[src/rtl/sram_req_ctrl.sv]
// rtl/sram_req_ctrl.sv - request stream to single-port SRAM controller with response FIFO and optional zero-fill
//
// Ports:
//   clk, rstb                           clock, synchronous active-low reset
//   req_valid/req_ready/req_we/
//   req_addr/req_wdata                  request stream (write or read)
//   rsp_valid/rsp_ready/rsp_rdata       read response stream, oldest first
//   init_done                           zero-fill finished, requests accepted
//   sram_ce_b/sram_we_b/sram_addr/
//   sram_wdata                          registered SRAM pin drive
//   sram_rdata                          SRAM data_out, valid the cycle after a read edge
module sram_req_ctrl #(
    parameter int DEPTH     = 1024,
    parameter int WIDTH     = 1,
    parameter int RSP_DEPTH = 4,
    parameter int INIT_EN   = 1
) (
    input  logic                         clk,
    input  logic                         rstb,
    input  logic                         req_valid,
    output logic                         req_ready,
    input  logic                         req_we,
    input  logic [$clog2(DEPTH)-1:0]     req_addr,
    input  logic [WIDTH*8-1:0]           req_wdata,
    output logic                         rsp_valid,
    input  logic                         rsp_ready,
    output logic [WIDTH*8-1:0]           rsp_rdata,
    output logic                         init_done,
    output logic                         sram_ce_b,
    output logic                         sram_we_b,
    output logic [$clog2(DEPTH)-1:0]     sram_addr,
    output logic [WIDTH*8-1:0]           sram_wdata,
    input  logic [WIDTH*8-1:0]           sram_rdata
);

    localparam int AW = $clog2(DEPTH);
    localparam int DW = WIDTH * 8;
    localparam int PW = $clog2(RSP_DEPTH);
    // Occupancy sum can reach RSP_DEPTH + 2, so give it two spare bits.
    localparam int CW = PW + 2;
    localparam logic [AW:0] FILL_END = (AW + 1)'(DEPTH);

    typedef enum logic {
        ST_INIT = 1'b0,
        ST_RUN  = 1'b1
    } state_t;

    state_t state_q;
    state_t state_d;

    // One bit wider than the address so the "all words written" value is representable.
    logic [AW:0]     fill_cnt;
    logic            fill_wr;
    logic            accept;
    // rd_pipe[0]: read on the SRAM pins this cycle; rd_pipe[1]: its data on sram_rdata.
    logic [1:0]      rd_pipe;
    logic [CW-1:0]   occupancy;

    logic [DW-1:0]   fifo_mem [RSP_DEPTH];
    logic [PW-1:0]   wr_ptr;
    logic [PW-1:0]   rd_ptr;
    logic [PW:0]     fifo_count;
    logic            push;
    logic            pop;

    always_ff @(posedge clk) begin
        if (!rstb) begin
            state_q <= ST_INIT;
        end else begin
            state_q <= state_d;
        end
    end

    always_comb begin
        state_d = state_q;
        fill_wr = 1'b0;
        case (state_q)
            ST_INIT: begin
                if (INIT_EN == 0) begin
                    state_d = ST_RUN;
                end else if (fill_cnt == FILL_END) begin
                    // Last fill write is on the pins during this cycle; open for traffic next.
                    state_d = ST_RUN;
                end else begin
                    fill_wr = 1'b1;
                end
            end
            ST_RUN: begin
                state_d = ST_RUN;
            end
            default: begin
                state_d = ST_INIT;
            end
        endcase
    end

    assign init_done = (state_q == ST_RUN);

    // Credit counts queued responses plus reads still in the SRAM pipe, all registered,
    // so the consumer's rsp_ready never reaches req_ready combinationally.
    assign occupancy = CW'(fifo_count) + CW'(rd_pipe[0]) + CW'(rd_pipe[1]);
    assign req_ready = init_done && (occupancy < CW'(RSP_DEPTH));
    assign accept    = req_valid && req_ready;

    always_ff @(posedge clk) begin
        if (!rstb) begin
            sram_ce_b  <= 1'b1;
            sram_we_b  <= 1'b1;
            sram_addr  <= '0;
            sram_wdata <= '0;
            fill_cnt   <= '0;
            rd_pipe    <= 2'b00;
        end else begin
            rd_pipe <= {rd_pipe[0], accept && !req_we};
            if (fill_wr) begin
                sram_ce_b  <= 1'b0;
                sram_we_b  <= 1'b0;
                sram_addr  <= fill_cnt[AW-1:0];
                sram_wdata <= '0;
                fill_cnt   <= fill_cnt + 1'b1;
            end else if (accept) begin
                sram_ce_b  <= 1'b0;
                sram_we_b  <= !req_we;
                sram_addr  <= req_addr;
                sram_wdata <= req_wdata;
            end else begin
                // Idle: deselect but keep address/data stable.
                sram_ce_b  <= 1'b1;
                sram_we_b  <= 1'b1;
            end
        end
    end

    assign push      = rd_pipe[1];
    assign rsp_valid = (fifo_count != '0);
    assign pop       = rsp_valid && rsp_ready;
    assign rsp_rdata = fifo_mem[rd_ptr];

    // Credit guarantees a push never lands on a full FIFO.
    always_ff @(posedge clk) begin
        if (!rstb) begin
            wr_ptr     <= '0;
            rd_ptr     <= '0;
            fifo_count <= '0;
            for (int i = 0; i < RSP_DEPTH; i++) begin
                fifo_mem[i] <= '0;
            end
        end else begin
            if (push) begin
                fifo_mem[wr_ptr] <= sram_rdata;
                wr_ptr           <= wr_ptr + 1'b1;
            end
            if (pop) begin
                rd_ptr <= rd_ptr + 1'b1;
            end
            case ({push, pop})
                2'b10:   fifo_count <= fifo_count + 1'b1;
                2'b01:   fifo_count <= fifo_count - 1'b1;
                default: fifo_count <= fifo_count;
            endcase
        end
    end

endmodule

[config.mk]
export PLATFORM = sky130hd
export DESIGN_NAME = sram_req_ctrl
export DESIGN_NICKNAME = d
export VERILOG_FILES = /design/src/rtl/sram_req_ctrl.sv
export SDC_FILE = /design/constraint.sdc
export NUM_CORES = 1
export LEC_CHECK = 0
export CORE_MARGIN = 4
export CORE_UTILIZATION = 53
export CTS_BUF_LIST = sky130_fd_sc_hd__clkbuf_4
export DETAILED_ROUTE_END_ITERATION = 10
export PLACE_DENSITY = 0.8
export SYNTH_ARGS = -nofsm -noshare
export SYNTH_HDL_FRONTEND = slang
export SYNTH_SLANG_ARGS = --single-unit
[constraint.sdc]
create_clock -name clk -period 2.2 [get_ports clk]
set_clock_uncertainty 0.1 [all_clocks]
set_input_delay 0.44 -clock clk [delete_from_list [all_inputs] [get_ports clk]]
set_output_delay 0.44 -clock clk [all_outputs]
set_load 0.02 [all_outputs]
==> results.toml, run 1 <==
[logic_synthesis]
synth_seq_area_share = 0.564
ys_warn_count = 0
synthTopCellsByArea = "edfxtp_1 (30%), dfxtp_1 (27%), mux4_2 (5.6%)"
syn_inst = 288
yosysTopAreaCell = "edfxtp_1"
async_flop_share = 0
avgSynthCellArea_um2 = 11.2
synth_flop_cell = "dfxtp_1"
syn_area_um2 = 3230
synth-seq-cells = 75
synth_cell_types = 42
synthesis.nets = 324
synth_edf_count = 32
synth_top_area_share = 0.297

[clock_network]
clkTransAtPathRegs_ns = 0.12
postCtsSetupBuffers = 0
cts_num_sinks = 75
cts_root_buf = "clkbuf_4"
numCtsBuffers = 9
clk-insertion-delay-late_ns = 0.41
ctsLongestPathBuffers = 2
tritoncts = "built"
h-tree-depth = 3

[power_and_ir_drop]
powerDensity_nw_per_um2 = 631
swShare = 0.220
p_switching_uw = 575
seq_power_share = 0.570
power_leakage_uw = 0.00159
combPwrFrac = 0.063
p_int_uw = 2040
clkPwrFrac = 0.368
peakVddDrop_mv = 0.328

[placed_design]
dp_hpwl_um = 5140
place.gp.congestion = 0.777
dpl.cell_count = 430
io_buffers = 61
post-place-ws_ns = -0.241

[global_route]
grtUsageTotal = 0.208
overflow = 0
grt_max_degree = 21
grt_pass1_vias = 2527
antenna_found_initial = 0
grt_pass1_wl_um = 11700

[hold_path]
hold_class = "flip-flop to flip-flop"

[finish]
seq_area_um2 = 1820
multiInputGateArea_um2 = 1310
area_growth_pct = 28.5
layout_common_cells = "clkdlybuf4s50_1 (50), dfxtp_1 (42), edfxtp_1 (32)"
fillers = 454
final_common_cell = "clkdlybuf4s50_1"
fin_nets = 402
final_cells = 446
diodes = 0
drive_above_1_share = 0.162

[drt]
remaining_drc_errors = 0
vias = 2376
drtPass1Iterations = 4
wl_per_cell_um = 15.9
viasPerCell = 5.33
drt_iter0_markers = 128
wl_um = 7080
drtAntennaViolNets = 0

[run_status]
status = "finished, final reports clean"

[worst_setup_path]
critPathMaxFanout = 8
start_kind = "flip-flop"
arrival_ns = 1.57
cp.required_ns = 1.66
worstSetupEndpointType = "primary output"
rrSetupSlack_ns = 0.15
criticalPathCategory = "flip-flop to primary output"

[timing]
rsz0062_at_grt = "no"
max-slew-margin-rel = 0.678
finalWorstSetupSlack_ns = 0.0906
setup_viol = 0
fin_crit_ns = 2.11
finalCritPeriodShare = 0.959
worstMarginPinSlew_ns = 0.481
hold_violations = 0
slew_violations = 0
fmax_ghz = 0.474
fin_tns_setup_ns = 0

[die]
die_height_um = 86.1
die_x_um = 86.1
start_util = 0.546
rows = 28
dieArea_um2 = 7410
io_pins = 62
core_um2 = 5920

[run]
cap_violations = 0
routing by layer:
layer,global-route usage,vias up,part of all wire
li1,-,1174,-
met2,0.354,50,0.50
met3,0.0500,13,0.042
met1,0.254,1139,0.43
met4,0.0820,0,0.020
met5,0,-,0
cell type report:
type                    instances  share of cell area
flip-flops and latches         75               0.439
multi-input cells             190               0.317
repair buffers                 80               0.173
well taps                      75              0.0226
clock inverters                 6              0.0214
clock buffers                  10              0.0181
inverters                      10             0.00904
final timing paths:
| check | end | from | cells past startpoint |
|---|---|---|---|
| hold reg to reg | sram_wdata[5]$_SDFFE_PP0P_ | sram_wdata[5]$_SDFFE_PP0P_ | 2 |
| hold / removal | sram_wdata[5]$_SDFFE_PP0P_ | sram_wdata[5]$_SDFFE_PP0P_ | 2 |
| setup reg to reg | fifo_count[2]$_SDFFE_PN0P_ | fifo_count[2]$_SDFFE_PN0P_ | 7 |
| setup / recovery | rsp_rdata[7] | flip-flop | 3 |
flip-flops by register name, indices dropped and copies added, names as in the netlist, named ones only:
signal / count
fifo_count: 3
fifo_mem: 32
fill_cnt: 11
init_done: 1
rd_pipe: 2
rd_ptr: 2
sram_addr: 10
sram_ce_b: 1
sram_wdata: 8
sram_we_b: 1
wr_ptr: 2
cells by family (layout without fill, tap and decap cells):
group                    Yosys count  in the layout  synth area share
AO/OA/AOI/OAI                     44             44            0.0840
flip-flops                        75             75             0.564
XOR/XNOR                          14             14            0.0380
adder cells (fa/ha/maj)            5              5            0.0217
AND/OR/NAND/NOR                  119            119             0.206
multiplexers                       8              8            0.0558
buffers and inverters             23            106            0.0310
power groups by stage:
stage               combinational, µW  sequential (µW)  clock, µW
CTS                               166             1490        986
global placement                  165             1520          0
detailed placement                170             1520          0
global route                      177             1500       1040
floorplan                        58.2             1520          0
finish                            164             1490        962
metrics by stage:
stage,util,area (µm²),power [µW],hold slack [ns]
floorplan,-,3230,1580,0.335
global placement,0.681,4030,1690,0.342
detailed placement,0.681,4030,1690,0.349
CTS,0.702,4160,2640,0.366
global route,0.701,4150,2710,0.395
finish,0.701,4150,2620,0.366
critical path: stages (launching register included):
cell	delay [ns]
dfxtp_2	0.36
buf_12	0.13
mux4_2	0.50
buf_2	0.18
timing repair:
| action | 4_1_cts | 5_1_grt |
|---|---|---|
| hold buffers | 0 | 0 |
| gates resized for setup | 38 | 1 |
| hold endpoints to repair | 0 | 0 |
| setup endpoints to repair | 11 | 1 |
synth_stat cells, types with 2 or more instances:
| master | instances |
|---|---|
| a21o_1 | 2 |
| a21oi_1 | 27 |
| a22oi_1 | 2 |
| and2_1 | 26 |
| and3_1 | 8 |
| and4_1 | 3 |
| buf_2 | 5 |
| clkbuf_1 | 6 |
| dfxtp_1 | 43 |
| edfxtp_1 | 32 |
| ha_1 | 4 |
| inv_1 | 9 |
| mux4_2 | 8 |
| nand2_1 | 26 |
| nand2b_1 | 3 |
| nand3_1 | 11 |
| nand4_1 | 2 |
| nor2_1 | 18 |
| nor2b_1 | 7 |
| nor3_1 | 4 |
| nor3b_1 | 3 |
| o21ai_0 | 4 |
| o221ai_1 | 2 |
| or3_1 | 3 |
| xnor2_1 | 5 |
| xor2_1 | 9 |
Note: power is estimated with default switching activity, not from simulation.
==> run 2: changes to the inputs <==
--- a/config.mk
+++ b/config.mk
@@ -9,7 +9,7 @@
 export CORE_UTILIZATION = 53
 export CTS_BUF_LIST = sky130_fd_sc_hd__clkbuf_4
 export DETAILED_ROUTE_END_ITERATION = 10
-export PLACE_DENSITY = 0.8
+export PLACE_DENSITY = 0.81
 export SYNTH_ARGS = -nofsm -noshare
 export SYNTH_HDL_FRONTEND = slang
 export SYNTH_SLANG_ARGS = --single-unit
==> results.toml, run 2 (synthesized netlist as in run 1, its figures left out) <==
[run_status]
status = "finished, final reports clean"

[worst_setup_path]
start_kind = "flip-flop"
rr_startpoint = "fifo_count[1]$_SDFFE_PN0P_"
reg2reg_depth = 7
worstSetupEndpointType = "primary output"
criticalPathCategory = "flip-flop to primary output"
critPathMaxFanout = 8
arrival_ns = 1.59
rrSetupSlack_ns = 0.17
cp.required_ns = 1.66
r2r_end = "fifo_count[2]$_SDFFE_PN0P_"

[power_and_ir_drop]
combPwrFrac = 0.057
peakVddDrop_mv = 0.434
p_switching_uw = 536
p_int_uw = 2260
power_leakage_uw = 0.00160
clkPwrFrac = 0.409
swShare = 0.192
seq_power_share = 0.533
powerDensity_nw_per_um2 = 667

[clock_network]
clk-insertion-delay-late_ns = 0.41
cts_root_buf = "clkbuf_4"
cts_num_sinks = 75
tritoncts = "built"
numCtsBuffers = 9
ctsLongestPathBuffers = 2
h-tree-depth = 3
ctsHoldBuffers = 0
clkTransAtPathRegs_ns = 0.11

[drt]
dr_wl_met2_um = 3650
drtPass1Iterations = 4
drt_iter0_markers = 107
drtAntennaViolNets = 0
wl_um = 7030
top_layer = "met4"
vias = 2377
routed-wl-met3_um = 292
viasPerCell = 5.33
remaining_drc_errors = 0
wl_per_cell_um = 15.8
route.layer.met1.wl_um = 3000

[finish]
multiInputGateArea_um2 = 1320
fillers = 435
largest_reg_flops = 32
seq_area_um2 = 1820
final_common_cell = "clkdlybuf4s50_1"
final_cells = 446
drive_above_1_share = 0.159
fin_nets = 402
diodes = 0
fin_util = 0.709
max_flop_register = "fifo_mem"
top_regs = "fifo_mem x32, fill_cnt x11, sram_addr x10"
layout_common_cells = "clkdlybuf4s50_1 (50), dfxtp_1 (42), edfxtp_1 (32)"
area_growth_pct = 29.9

[placed_design]
post-place-ws_ns = -0.239
place.gp.congestion = 0.773
io_buffers = 61
dpl.cell_count = 430
dp_hpwl_um = 4840

[die]
start_util = 0.546
rows = 28
die_height_um = 86.1
die_x_um = 86.1
core_um2 = 5920
io_pins = 62
dieArea_um2 = 7410

[global_route]
antenna_found_initial = 0
grt_pass1_wl_um = 11600
overflow = 0
grt_max_degree = 21
grt_pass1_vias = 2465
grtUsageTotal = 0.204

[timing]
timing.hold.ws_ns = 0.361
fin_tns_setup_ns = 0
setup_viol = 0
finalWorstSetupSlack_ns = 0.0675
hold_violations = 0
rsz0062_at_grt = "no"
finalCritPeriodShare = 0.969
slew_violations = 0
worstMarginPinSlew_ns = 0.503
max-slew-margin-rel = 0.663
fin_crit_ns = 2.13
fmax_ghz = 0.469

[hold_path]
hold_depth = 2
hold_start = "sram_wdata[4]$_SDFFE_PP0P_"
min_to = "sram_wdata[4]$_SDFFE_PP0P_"
hold_class = "flip-flop to flip-flop"

[run]
cap_violations = 0
==> run 2: cell count changes in the layout (fill, tap and decap cells not counted) <==
cell / previous run / this run
buf_2: 9 / 8
buf_4: 18 / 19
bufinv_16: 2 / 4
clkinv_1: 1 / 3
clkinv_2: 1 / 0
a21oi_1: 27 / 26
inv_4: 1 / 0
a21oi_2: 0 / 1
clkinv_4: 2 / 0
==> run 2: worst max path at each step <==
stage,from,end
after floorplan,rsp_ready,fifo_count[2]$_SDFFE_PN0P_
after global placement,rsp_ready,fifo_count[2]$_SDFFE_PN0P_
after detailed placement,rsp_ready,fifo_count[2]$_SDFFE_PN0P_
after CTS,flip-flop,rsp_rdata[3]
after global routing,flip-flop,rsp_rdata[3]
final,flip-flop,rsp_rdata[3]
==> run 2: layer usage <==
metal | vias up | track usage
met4 | 0 | 0.0748
met5 | - | 0
met2 | 58 | 0.350
li1 | 1173 | -
met3 | 10 | 0.0519
met1 | 1136 | 0.248
==> run 2: metrics by stage <==
step	cell area [µm²]	total power (µW)
after global placement	4030	1680
after CTS	4190	2820
final	4200	2800
after floorplan	3230	1580
after global routing	4200	2900
after detailed placement	4030	1690
==> run 2: repair_timing <==
action	CTS	global route
gates resized for setup	38	3
setup buffers	0	0
setup endpoints to repair	11	5
==> run 2: power by group through the flow <==
stage,Sequential (µW),Clock (µW),Combinational (µW)
final,1490,1150,161
after global routing,1500,1230,173
after CTS,1490,1160,162
after detailed placement,1520,0,166
after global placement,1520,0,164
after floorplan,1520,0,58.2
==> run 2: critical path, cell delays in order (launching register included) <==
cell and delay [ns]:
dfxtp_2 0.35, buf_12 0.14, mux4_2 0.52, buf_2 0.18
==> run 2: layout make-up <==
| type | count | area share |
|---|---|---|
| clock buffers | 10 | 0.0179 |
| inverters | 10 | 0.00895 |
| multi-input cells | 190 | 0.314 |
| well taps | 75 | 0.0224 |
| repair buffers | 80 | 0.172 |
| flip-flops and latches | 75 | 0.435 |
| clock inverters | 6 | 0.0304 |
